$ cat config.mk
export PLATFORM = sky130hd
export DESIGN_NAME = memory_stage_flat
export DESIGN_NICKNAME = d
export VERILOG_FILES = /design/src/rtl/memory_stage_if.sv /design/src/rtl/memory_stage.sv /design/src/flat_wrapper.sv
export SDC_FILE = /design/constraint.sdc
export NUM_CORES = 1
export LEC_CHECK = 0
export CAP_MARGIN = 20
export CORE_AREA = 2 2 188 190
export DETAILED_ROUTE_END_ITERATION = 8
export DIE_AREA = 0 0 190 192
export PLACE_DENSITY = 0.72
export RECOVER_POWER = 100
export SETUP_SLACK_MARGIN = 0.4
export SYNTH_ARGS = -nofsm -noshare
export SYNTH_HDL_FRONTEND = slang
export SYNTH_SLANG_ARGS = --single-unit
$ cat constraint.sdc
create_clock -name clk -period 3 [get_ports clk]
set_clock_uncertainty 0.1 [all_clocks]
set_input_delay 0.6 -clock clk [delete_from_list [all_inputs] [get_ports clk]]
set_output_delay 0.6 -clock clk [all_outputs]
set_load 0.01 [all_outputs]
$ cat src/rtl/memory_stage_if.sv
`default_nettype none
// ============================================================================
// Module      : memory_stage_if
// Description : Data-memory bus between the memory stage and the memory
//               system. The stage is the master; it drives a request with a
//               word-aligned address, lane-replicated write data and byte
//               strobes. The memory answers with gnt (request accepted) and
//               rvalid (read data / store response).
//               mem_error exists only when MEM_ACCESS_FAULT_EN is defined.
// Signals     : mem_req, mem_we, mem_address[31:0], mem_wdata[31:0],
//               mem_wstrb[3:0]                      master -> slave
//               mem_gnt, mem_rvalid, mem_rdata[31:0],
//               mem_error (optional)                slave  -> master
// Revision    : 1.0  initial release
// ============================================================================
interface memory_stage_if;
  logic        mem_req;
  logic        mem_we;
  logic [31:0] mem_address;
  logic [31:0] mem_wdata;
  logic [3:0]  mem_wstrb;
  logic        mem_gnt;
  logic        mem_rvalid;
  logic [31:0] mem_rdata;
`ifdef MEM_ACCESS_FAULT_EN
  logic        mem_error;

  modport master (
    output mem_req, mem_we, mem_address, mem_wdata, mem_wstrb,
    input  mem_gnt, mem_rvalid, mem_rdata, mem_error
  );
  modport slave (
    input  mem_req, mem_we, mem_address, mem_wdata, mem_wstrb,
    output mem_gnt, mem_rvalid, mem_rdata, mem_error
  );
`else
  modport master (
    output mem_req, mem_we, mem_address, mem_wdata, mem_wstrb,
    input  mem_gnt, mem_rvalid, mem_rdata
  );
  modport slave (
    input  mem_req, mem_we, mem_address, mem_wdata, mem_wstrb,
    output mem_gnt, mem_rvalid, mem_rdata
  );
`endif
endinterface
`default_nettype wire

$ cat src/rtl/memory_stage.sv
`default_nettype none
// ============================================================================
// Module      : memory_stage
// Description : Pipeline stage between execute and writeback. Issues data
//               loads/stores over a req/gnt/rvalid bus, aligns and extends
//               load data, flags misaligned accesses, and registers every
//               field that writeback consumes.
// Parameters  : STORE_WAIT_RESP  0: a store completes on gnt
//                                1: a store completes on rvalid
// Macro       : MEM_ACCESS_FAULT_EN  adds mem_error on the bus; a faulting
//               access completes with ecause 5 (load) / 7 (store).
// Ports       : clk, reset           clock, synchronous active-high reset
//               *_in                 instruction slot from execute
//               stall, invalidate    hazard control (hold / flush)
//               busy                 stage cannot accept a new instruction
//               mem_bus              memory_stage_if master
//               *_out                pipeline register towards writeback
// Revision    : 1.0  initial release
// ============================================================================
module memory_stage #(
  parameter bit STORE_WAIT_RESP = 1'b0
) (
  input  logic          clk,
  input  logic          reset,
  input  logic [31:0]   pc_in,
  input  logic [31:0]   next_pc_in,
  input  logic [31:0]   alu_data_in,
  input  logic [31:0]   csr_data_in,
  input  logic [31:0]   store_data_in,
  input  logic [1:0]    write_select_in,
  input  logic [4:0]    rd_address_in,
  input  logic [11:0]   csr_address_in,
  input  logic          csr_write_in,
  input  logic          mret_in,
  input  logic          wfi_in,
  input  logic          load_in,
  input  logic          store_in,
  input  logic          load_signed_in,
  input  logic [1:0]    load_store_size_in,
  input  logic          valid_in,
  input  logic          exception_in,
  input  logic [3:0]    ecause_in,
  input  logic          stall,
  input  logic          invalidate,
  output logic          busy,
  memory_stage_if.master mem_bus,
  output logic [31:0]   pc_out,
  output logic [31:0]   next_pc_out,
  output logic [31:0]   alu_data_out,
  output logic [31:0]   csr_data_out,
  output logic [31:0]   load_data_out,
  output logic [1:0]    write_select_out,
  output logic [4:0]    rd_address_out,
  output logic [11:0]   csr_address_out,
  output logic          csr_write_out,
  output logic          mret_out,
  output logic          wfi_out,
  output logic          valid_out,
  output logic          exception_out,
  output logic [3:0]    ecause_out
);

  localparam logic [3:0] c_ECAUSE_LOAD_MISALIGNED  = 4'd4;
  localparam logic [3:0] c_ECAUSE_LOAD_FAULT       = 4'd5;
  localparam logic [3:0] c_ECAUSE_STORE_MISALIGNED = 4'd6;
  localparam logic [3:0] c_ECAUSE_STORE_FAULT      = 4'd7;

  typedef enum logic [1:0] {
    S_IDLE = 2'd0,
    S_REQ  = 2'd1,
    S_RESP = 2'd2
  } state_t;

  state_t      r_state;
  state_t      w_next_state;

  // Request captured at issue so the bus stays stable in REQ regardless of
  // what upstream does after a flush.
  logic [31:0] r_address;
  logic [31:0] r_wdata;
  logic [3:0]  r_wstrb;
  logic        r_we;
  logic        r_is_load;
  logic        r_signed;
  logic [1:0]  r_size;
  logic [1:0]  r_addr_lo;

  logic        r_discard;     // in-flight op was flushed; drop its completion
  logic        r_buf_valid;   // completion arrived under stall, not yet shown
  logic [31:0] r_buf_data;
  logic        r_buf_err;

  logic [31:0] r_pc_out, r_next_pc_out, r_alu_data_out, r_csr_data_out;
  logic [31:0] r_load_data_out;
  logic [1:0]  r_write_select_out;
  logic [4:0]  r_rd_address_out;
  logic [11:0] r_csr_address_out;
  logic        r_csr_write_out, r_mret_out, r_wfi_out;
  logic        r_valid_out, r_exception_out;
  logic [3:0]  r_ecause_out;

  logic        w_mem_op, w_aligned, w_misaligned, w_issue;
  logic [31:0] w_wdata;
  logic [3:0]  w_wstrb;
  logic        w_bus_error;
  logic        w_complete, w_comp_err, w_cur_is_load;
  logic [31:0] w_rdata_shifted, w_load_data, w_comp_data;
  logic        w_present, w_pres_err, w_pres_load;
  logic [31:0] w_pres_data;

`ifdef MEM_ACCESS_FAULT_EN
  assign w_bus_error = mem_bus.mem_error;
`else
  assign w_bus_error = 1'b0;
`endif

  // --------------------------------------------------------------------------
  // Decode of the incoming slot
  // --------------------------------------------------------------------------
  always_comb begin
    w_mem_op = valid_in && !exception_in && (load_in || store_in);
    case (load_store_size_in)
      2'b00:   w_aligned = 1'b1;
      2'b01:   w_aligned = !alu_data_in[0];
      default: w_aligned = (alu_data_in[1:0] == 2'b00);
    endcase
    w_misaligned = w_mem_op && !w_aligned;
    w_issue = (r_state == S_IDLE) && w_mem_op && w_aligned &&
              !stall && !invalidate && !r_buf_valid;

    case (load_store_size_in)
      2'b00: begin
        w_wdata = {4{store_data_in[7:0]}};
        w_wstrb = 4'b0001 << alu_data_in[1:0];
      end
      2'b01: begin
        w_wdata = {2{store_data_in[15:0]}};
        w_wstrb = 4'b0011 << alu_data_in[1:0];
      end
      default: begin
        w_wdata = store_data_in;
        w_wstrb = 4'b1111;
      end
    endcase
  end

  // Issue cycle drives the bus straight from the inputs; REQ replays the
  // captured request until it is granted.
  assign mem_bus.mem_req     = w_issue || (r_state == S_REQ);
  assign mem_bus.mem_address = (r_state == S_REQ) ? r_address
                                                  : {alu_data_in[31:2], 2'b00};
  assign mem_bus.mem_wdata   = (r_state == S_REQ) ? r_wdata : w_wdata;
  assign mem_bus.mem_wstrb   = (r_state == S_REQ) ? r_wstrb : w_wstrb;
  assign mem_bus.mem_we      = (r_state == S_REQ) ? r_we    : store_in;

  // --------------------------------------------------------------------------
  // Load data alignment (half accesses are even, so the byte shift also
  // selects the right half)
  // --------------------------------------------------------------------------
  always_comb begin
    w_rdata_shifted = mem_bus.mem_rdata >> {r_addr_lo, 3'b000};
    case (r_size)
      2'b00:   w_load_data = {{24{r_signed && w_rdata_shifted[7]}},
                              w_rdata_shifted[7:0]};
      2'b01:   w_load_data = {{16{r_signed && w_rdata_shifted[15]}},
                              w_rdata_shifted[15:0]};
      default: w_load_data = w_rdata_shifted;
    endcase
  end

  // --------------------------------------------------------------------------
  // FSM next state and completion detection
  // --------------------------------------------------------------------------
  always_comb begin
    w_next_state = r_state;
    w_complete   = 1'b0;
    w_comp_err   = 1'b0;
    case (r_state)
      S_IDLE: begin
        if (w_issue) begin
          if (mem_bus.mem_gnt) begin
            if (load_in || STORE_WAIT_RESP) begin
              w_next_state = S_RESP;
            end else begin
              w_complete = 1'b1;
              w_comp_err = w_bus_error;
            end
          end else begin
            w_next_state = S_REQ;
          end
        end
      end
      S_REQ: begin
        if (mem_bus.mem_gnt) begin
          if (r_is_load || STORE_WAIT_RESP) begin
            w_next_state = S_RESP;
          end else begin
            w_next_state = S_IDLE;
            w_complete   = 1'b1;
            w_comp_err   = w_bus_error;
          end
        end
      end
      S_RESP: begin
        if (mem_bus.mem_rvalid) begin
          w_next_state = S_IDLE;
          w_complete   = 1'b1;
          w_comp_err   = w_bus_error;
        end
      end
      default: w_next_state = S_IDLE;
    endcase
  end

  always_comb begin
    // Only loads carry data, and loads always finish in RESP.
    w_comp_data   = (r_state == S_RESP && r_is_load && !w_comp_err) ? w_load_data
                                                                     : 32'd0;
    w_cur_is_load = (r_state == S_IDLE) ? load_in : r_is_load;
    // A completion reaches writeback now, either live or from the buffer.
    w_present     = !invalidate && !stall &&
                    (r_buf_valid || (w_complete && !r_discard));
    w_pres_err    = r_buf_valid ? r_buf_err  : w_comp_err;
    w_pres_data   = r_buf_valid ? r_buf_data : w_comp_data;
    w_pres_load   = r_buf_valid ? r_is_load  : w_cur_is_load;
    // Busy drops in the cycle the result is presented so upstream advances
    // on that same edge and the op is not reissued.
    busy = !w_present && ((r_state != S_IDLE) || r_buf_valid || w_issue);
  end

  // --------------------------------------------------------------------------
  // State register
  // --------------------------------------------------------------------------
  always_ff @(posedge clk) begin
    if (reset) begin
      r_state <= S_IDLE;
    end else begin
      r_state <= w_next_state;
    end
  end

  // --------------------------------------------------------------------------
  // Request capture, discard/buffer flags and the writeback register
  // --------------------------------------------------------------------------
  always_ff @(posedge clk) begin
    if (reset) begin
      r_address          <= 32'd0;
      r_wdata            <= 32'd0;
      r_wstrb            <= 4'd0;
      r_we               <= 1'b0;
      r_is_load          <= 1'b0;
      r_signed           <= 1'b0;
      r_size             <= 2'd0;
      r_addr_lo          <= 2'd0;
      r_discard          <= 1'b0;
      r_buf_valid        <= 1'b0;
      r_buf_data         <= 32'd0;
      r_buf_err          <= 1'b0;
      r_pc_out           <= 32'd0;
      r_next_pc_out      <= 32'd0;
      r_alu_data_out     <= 32'd0;
      r_csr_data_out     <= 32'd0;
      r_load_data_out    <= 32'd0;
      r_write_select_out <= 2'd0;
      r_rd_address_out   <= 5'd0;
      r_csr_address_out  <= 12'd0;
      r_csr_write_out    <= 1'b0;
      r_mret_out         <= 1'b0;
      r_wfi_out          <= 1'b0;
      r_valid_out        <= 1'b0;
      r_exception_out    <= 1'b0;
      r_ecause_out       <= 4'd0;
    end else begin
      if (w_issue) begin
        r_address <= {alu_data_in[31:2], 2'b00};
        r_wdata   <= w_wdata;
        r_wstrb   <= w_wstrb;
        r_we      <= store_in;
        r_is_load <= load_in;
        r_signed  <= load_signed_in;
        r_size    <= load_store_size_in;
        r_addr_lo <= alu_data_in[1:0];
      end

      if (w_complete) begin
        r_discard <= 1'b0;
      end else if (invalidate && (r_state != S_IDLE)) begin
        r_discard <= 1'b1;
      end

      if (invalidate || w_present) begin
        r_buf_valid <= 1'b0;
      end else if (w_complete && !r_discard && stall) begin
        r_buf_valid <= 1'b1;
        r_buf_data  <= w_comp_data;
        r_buf_err   <= w_comp_err;
      end

      if (invalidate) begin
        r_valid_out <= 1'b0;
      end else if (!stall) begin
        if (w_present || !busy) begin
          r_pc_out           <= pc_in;
          r_next_pc_out      <= next_pc_in;
          r_alu_data_out     <= alu_data_in;
          r_csr_data_out     <= csr_data_in;
          r_write_select_out <= write_select_in;
          r_rd_address_out   <= rd_address_in;
          r_csr_address_out  <= csr_address_in;
          r_csr_write_out    <= csr_write_in;
          r_mret_out         <= mret_in;
          r_wfi_out          <= wfi_in;
        end
        if (w_present) begin
          r_valid_out     <= 1'b1;
          r_exception_out <= w_pres_err;
          r_ecause_out    <= w_pres_err ? (w_pres_load ? c_ECAUSE_LOAD_FAULT
                                                       : c_ECAUSE_STORE_FAULT)
                                        : ecause_in;
          r_load_data_out <= w_pres_data;
        end else if (busy) begin
          r_valid_out <= 1'b0;
        end else begin
          r_valid_out     <= valid_in;
          r_exception_out <= exception_in || w_misaligned;
          r_ecause_out    <= w_misaligned ? (load_in ? c_ECAUSE_LOAD_MISALIGNED
                                                     : c_ECAUSE_STORE_MISALIGNED)
                                          : ecause_in;
          r_load_data_out <= 32'd0;
        end
      end
    end
  end

  assign pc_out           = r_pc_out;
  assign next_pc_out      = r_next_pc_out;
  assign alu_data_out     = r_alu_data_out;
  assign csr_data_out     = r_csr_data_out;
  assign load_data_out    = r_load_data_out;
  assign write_select_out = r_write_select_out;
  assign rd_address_out   = r_rd_address_out;
  assign csr_address_out  = r_csr_address_out;
  assign csr_write_out    = r_csr_write_out;
  assign mret_out         = r_mret_out;
  assign wfi_out          = r_wfi_out;
  assign valid_out        = r_valid_out;
  assign exception_out    = r_exception_out;
  assign ecause_out       = r_ecause_out;

endmodule
`default_nettype wire

$ cat src/flat_wrapper.sv
// flat-port wrapper written by rule: the top's interface ports become plain ports
module memory_stage_flat 
#(
  parameter bit STORE_WAIT_RESP = 1'b0
)
  (clk, reset, pc_in, next_pc_in, alu_data_in, csr_data_in, store_data_in, write_select_in, rd_address_in, csr_address_in, csr_write_in, mret_in, wfi_in, load_in, store_in, load_signed_in, load_store_size_in, valid_in, exception_in, ecause_in, stall, invalidate, busy, pc_out, next_pc_out, alu_data_out, csr_data_out, load_data_out, write_select_out, rd_address_out, csr_address_out, csr_write_out, mret_out, wfi_out, valid_out, exception_out, ecause_out, mem_bus_mem_req, mem_bus_mem_we, mem_bus_mem_address, mem_bus_mem_wdata, mem_bus_mem_wstrb, mem_bus_mem_gnt, mem_bus_mem_rvalid, mem_bus_mem_rdata);
  memory_stage_if mem_bus_i ();
  input  logic clk;
  input  logic reset;
  input  logic [31:0] pc_in;
  input  logic [31:0] next_pc_in;
  input  logic [31:0] alu_data_in;
  input  logic [31:0] csr_data_in;
  input  logic [31:0] store_data_in;
  input  logic [1:0] write_select_in;
  input  logic [4:0] rd_address_in;
  input  logic [11:0] csr_address_in;
  input  logic csr_write_in;
  input  logic mret_in;
  input  logic wfi_in;
  input  logic load_in;
  input  logic store_in;
  input  logic load_signed_in;
  input  logic [1:0] load_store_size_in;
  input  logic valid_in;
  input  logic exception_in;
  input  logic [3:0] ecause_in;
  input  logic stall;
  input  logic invalidate;
  output logic busy;
  output logic [31:0] pc_out;
  output logic [31:0] next_pc_out;
  output logic [31:0] alu_data_out;
  output logic [31:0] csr_data_out;
  output logic [31:0] load_data_out;
  output logic [1:0] write_select_out;
  output logic [4:0] rd_address_out;
  output logic [11:0] csr_address_out;
  output logic csr_write_out;
  output logic mret_out;
  output logic wfi_out;
  output logic valid_out;
  output logic exception_out;
  output logic [3:0] ecause_out;
  output wire logic [$bits(mem_bus_i.mem_req)-1:0] mem_bus_mem_req;
  output wire logic [$bits(mem_bus_i.mem_we)-1:0] mem_bus_mem_we;
  output wire logic [$bits(mem_bus_i.mem_address)-1:0] mem_bus_mem_address;
  output wire logic [$bits(mem_bus_i.mem_wdata)-1:0] mem_bus_mem_wdata;
  output wire logic [$bits(mem_bus_i.mem_wstrb)-1:0] mem_bus_mem_wstrb;
  input wire logic [$bits(mem_bus_i.mem_gnt)-1:0] mem_bus_mem_gnt;
  input wire logic [$bits(mem_bus_i.mem_rvalid)-1:0] mem_bus_mem_rvalid;
  input wire logic [$bits(mem_bus_i.mem_rdata)-1:0] mem_bus_mem_rdata;
  assign mem_bus_mem_req = mem_bus_i.mem_req;
  assign mem_bus_mem_we = mem_bus_i.mem_we;
  assign mem_bus_mem_address = mem_bus_i.mem_address;
  assign mem_bus_mem_wdata = mem_bus_i.mem_wdata;
  assign mem_bus_mem_wstrb = mem_bus_i.mem_wstrb;
  assign mem_bus_i.mem_gnt = mem_bus_mem_gnt;
  assign mem_bus_i.mem_rvalid = mem_bus_mem_rvalid;
  assign mem_bus_i.mem_rdata = mem_bus_mem_rdata;
  memory_stage #(.STORE_WAIT_RESP(STORE_WAIT_RESP)) u_core (.clk(clk), .reset(reset), .pc_in(pc_in), .next_pc_in(next_pc_in), .alu_data_in(alu_data_in), .csr_data_in(csr_data_in), .store_data_in(store_data_in), .write_select_in(write_select_in), .rd_address_in(rd_address_in), .csr_address_in(csr_address_in), .csr_write_in(csr_write_in), .mret_in(mret_in), .wfi_in(wfi_in), .load_in(load_in), .store_in(store_in), .load_signed_in(load_signed_in), .load_store_size_in(load_store_size_in), .valid_in(valid_in), .exception_in(exception_in), .ecause_in(ecause_in), .stall(stall), .invalidate(invalidate), .busy(busy), .mem_bus(mem_bus_i), .pc_out(pc_out), .next_pc_out(next_pc_out), .alu_data_out(alu_data_out), .csr_data_out(csr_data_out), .load_data_out(load_data_out), .write_select_out(write_select_out), .rd_address_out(rd_address_out), .csr_address_out(csr_address_out), .csr_write_out(csr_write_out), .mret_out(mret_out), .wfi_out(wfi_out), .valid_out(valid_out), .exception_out(exception_out), .ecause_out(ecause_out));
endmodule
==> results.md <==
- Die boundary height: 192 um
- GRT Total Usage: 0.270
- Layout cells sized above 1: 0.111
- Switching Power: 2.43 mW
- CP arrival: 2.08 ns
- Area share of fa/ha/maj cells after synthesis: 0
- Pwr/cell area: 475 mW/mm2
- Switching portion of total power: 0.246
- Synth area leader: dfxtp_1
- Clk Latency, worst-skew pair: 0.50 ns
- Slowest-stage cell, CP: dfxtp_1
- Sequential cell area: 0.00595 mm2
- CTS tree: built
- Initial drt markers: 892
- Distinct cell type count after synthesis: 60
- Die width: 190 um
- Footprint of the multi-input gates: 0.00722 mm2
- Post-Synth XOR/XNOR Area: 0
- Worst slew margin: 0.314
- Slew Limit Fails: 0
- DP Wirelength: 36000 um
- Final hold vios: 0
- Final period util: 0.927
- Fillers: 3016
- Total clock sinks: 297
- Yosys reg bits: 297
- Cell Rows: 68
- Comb pwr share: 0.148
- Fin Hold WS: 0.303 ns
- Core area: 0.0343 mm2
- Max Fanout on Critical Path: 9
- Min-Delay Path Class: in2reg
- Mapped Area: 0.0137 mm2
- Syn avg cell area: 8.06 um2
- Asr flop ratio synth: 0
- Largest family of logic cells by synthesized area: simple AND/OR/NAND/NOR gates
- # nets final: 2447
- Worst path bufs/invs: 4
- CP startpoint kind: flop
- Tot Pwr: 9.88 mW
- Reg2reg end: u_core.r_buf_data[20]$_SDFFE_PP0P_
- Antenna Nets Post-Route: 0
- Starting Density: 0.398
- Residual DRC: 0
- Largest net degree at the start of global routing: 159
- Beginning of the worst hold path: reset
- Worst R2R Start: u_core.r_state[0]$_SDFFE_PP0P_
- Synth Instances: 1693
- Internal Pwr Total: 7.45 mW
- Vias in the first global route: 13900
- Minimum clock period: 2.78 ns
- CP Capture Type: primary output
- DR vias/cell: 5.18
- Worst VDD drop: 0.446 mV
- Setup slack after layout: 0.219 ns
- Worst slew pin tran: 1.03 ns
- Synth top area cells: dfxtp_1, nand2_1, mux2i_1, a21oi_1, clkbuf_1
- Setup CP Type: reg2out
- Worst slack, placed: -0.327 ns
- Initial antenna violation count: 2
- Synth top area share: 0.436
- # setup viols final: 0
- Synth warn: 0
- Worst path max stage delay: 0.48 ns
- Die ar.: 0.0365 mm2
- Most used DFF post-synth: dfxtp_1
- Register area share after synthesis: 0.436
- Via count: 14000
- Status: completed
- Simple-gate share of the synthesized area: 0.236
- CTS max path bufs: 3
- RSZ-0062 raised after global routing: yes
- GP Congestion: 0.889
- Worst path top cell family by delay: buffers and inverters
- Root Driver: clkbuf_16
- Critical Path RT: 2.30 ns
- Synth Area in Compound Gates: 0.124
- Gr ovfl total: 0
- Num CTS Buffers: 35
- Maximum level of the CTS H-tree: 2
- CP most frequent cell: nand2_1
- Max Cap Viol: 0
- Sequential share of power: 0.418
- WHS Endpoint: u_core.r_buf_data[7]$_SDFFE_PP0P_
- Max Fclk: 360 MHz
- First-pass GRT wire length: 77600 um
- Final wirelength: 50900 um
- Port bufs: 487
- FF-to-FF setup slack: 0.30 ns
- Leakage: 8.75 nW
- Clk slew on worst S/H paths: 0.06 ns
- Post-synthesis mux area share: 0.156
- DR WL/cell: 18.9 um
- CP Cell Sequence: nor2b_4, buf_6, buf_12, bufbuf_16, nand2_1, nand2_1, clkbuf_1
- # IOs: 490
- Pre-antenna DRT Iters: 6
- Hold Path Cell Cnt: 2
- Clock network fraction of total power: 0.434
- Post-synth EDFFs: 0
- Worst R2R Path Depth: 7
- Area growth syn-to-layout: 52.3%
## logic make-up after synthesis
| logic type | after synthesis |
|---|---|
| and+or+nand+nor | 787 |
| other | 1 |
| AOI/OAI and AO/OA | 262 |
| buffers and inverters | 143 |
| muxes | 203 |
| DFF | 297 |
## state kept, by name (all words and copies together) (netlist names), 12 cells and up
signal,flops
u_core.csr_data_out,32
u_core.r_buf_data,32
u_core.r_wdata,32
u_core.alu_data_out,32
u_core.pc_out,32
u_core.load_data_out,32
u_core.csr_address_out,12
u_core.next_pc_out,32
u_core.r_address,30
## cell usage in the layout, fill, tap and decap left out, types with 31 or more instances in the layout
cell type,synthesis,final
clkbuf_1,99,41
dfxtp_1,297,296
nor2_1,94,91
nand2_1,596,595
mux2i_1,194,190
dlygate4sd3_1,0,188
nand3_1,32,31
buf_4,3,96
clkbuf_16,0,35
clkdlybuf4s50_1,0,215
o21ai_0,37,33
a21oi_1,92,87
## power groups by stage
stage / sequential [mW] / combinational [mW] / clock (mW)
2_1_floorplan: 4.26 / 0.530 / 0
3_3_place_gp: 4.21 / 1.49 / 0
3_5_place_dp: 4.22 / 1.51 / 0
4_1_cts: 4.13 / 1.51 / 4.38
5_1_grt: 4.14 / 1.56 / 4.56
6_report: 4.13 / 1.46 / 4.29
## stage by stage
step	instances	TNS (ns)	util	area [um2]
after floorplan	1694	0	-	13700
after global placement	2601	-3.99	0.567	19400
after detailed placement	2601	-16.83	0.567	19400
after CTS	2689	0	0.610	20900
after global routing	2693	0	0.606	20800
final	2694	0	0.606	20800
## per-layer routing
layer  vias to the layer above  track usage  wire (um)
li1                       6758            -          -
met1                      6568        0.322      20500
met2                       516        0.470      24600
met3                       119       0.0612       3520
met4                         0        0.111       2310
met5                         -            0          0
## layout make-up
class                   instances  area share
clock inverters                12     0.00800
diodes                          1    0.000120
well taps                     455      0.0274
flip-flops and latches        297       0.286
repair buffers                620       0.282
clock buffers                  47      0.0472
inverters                       7     0.00162
multi-input cells            1255       0.347
## cell usage after synthesis, types with 2 or more instances
master    number
a22oi_1        2
clkbuf_1      99
buf_2         17
and3_1         2
o21a_1        25
a21oi_1       92
nor2_1        94
a211oi_1      21
and2_1        17
nand2b_1       4
a22o_1        24
buf_4          3
and3b_1        3
o22ai_1       17
buf_1          7
a31oi_1       19
nand4_1        2
a221o_1        8
nand2_1      596
nand3b_1       9
nand4b_1       2
and4_1         7
mux2i_1      194
nor2b_1        4
o21ai_0       37
nor3_1         5
nand3_1       32
buf_6         10
mux4_2         8
inv_1          7
dfxtp_1      297
## worst max path at each step
stage                                   startpoint                      end  slack [ns]  cells past startpoint
finish              u_core.r_state[0]$_SDFFE_PP0P_  mem_bus_mem_address[23]        0.22                      7
global route        u_core.r_state[0]$_SDFFE_PP0P_    mem_bus_mem_wdata[25]        0.12                      7
CTS                                mem_bus_mem_gnt                     busy        0.12                      6
detailed placement                  alu_data_in[0]                     busy       -0.33                      6
global placement                    alu_data_in[0]                     busy       -0.28                      6
floorplan                                    stall          mem_bus_mem_req        0.53                      6
## timing repair
action / CTS / global route
endpoints found under the setup margin: 84 / 241
pin swaps: 3 / 6
hold endpoints to repair: 0 / 0
hold buffers: 0 / 0
setup buffers: 23 / 4
resized for setup: 229 / 85
gates cloned: 6 / 0
No activity file was read; power rests on OpenSTA's default activity.
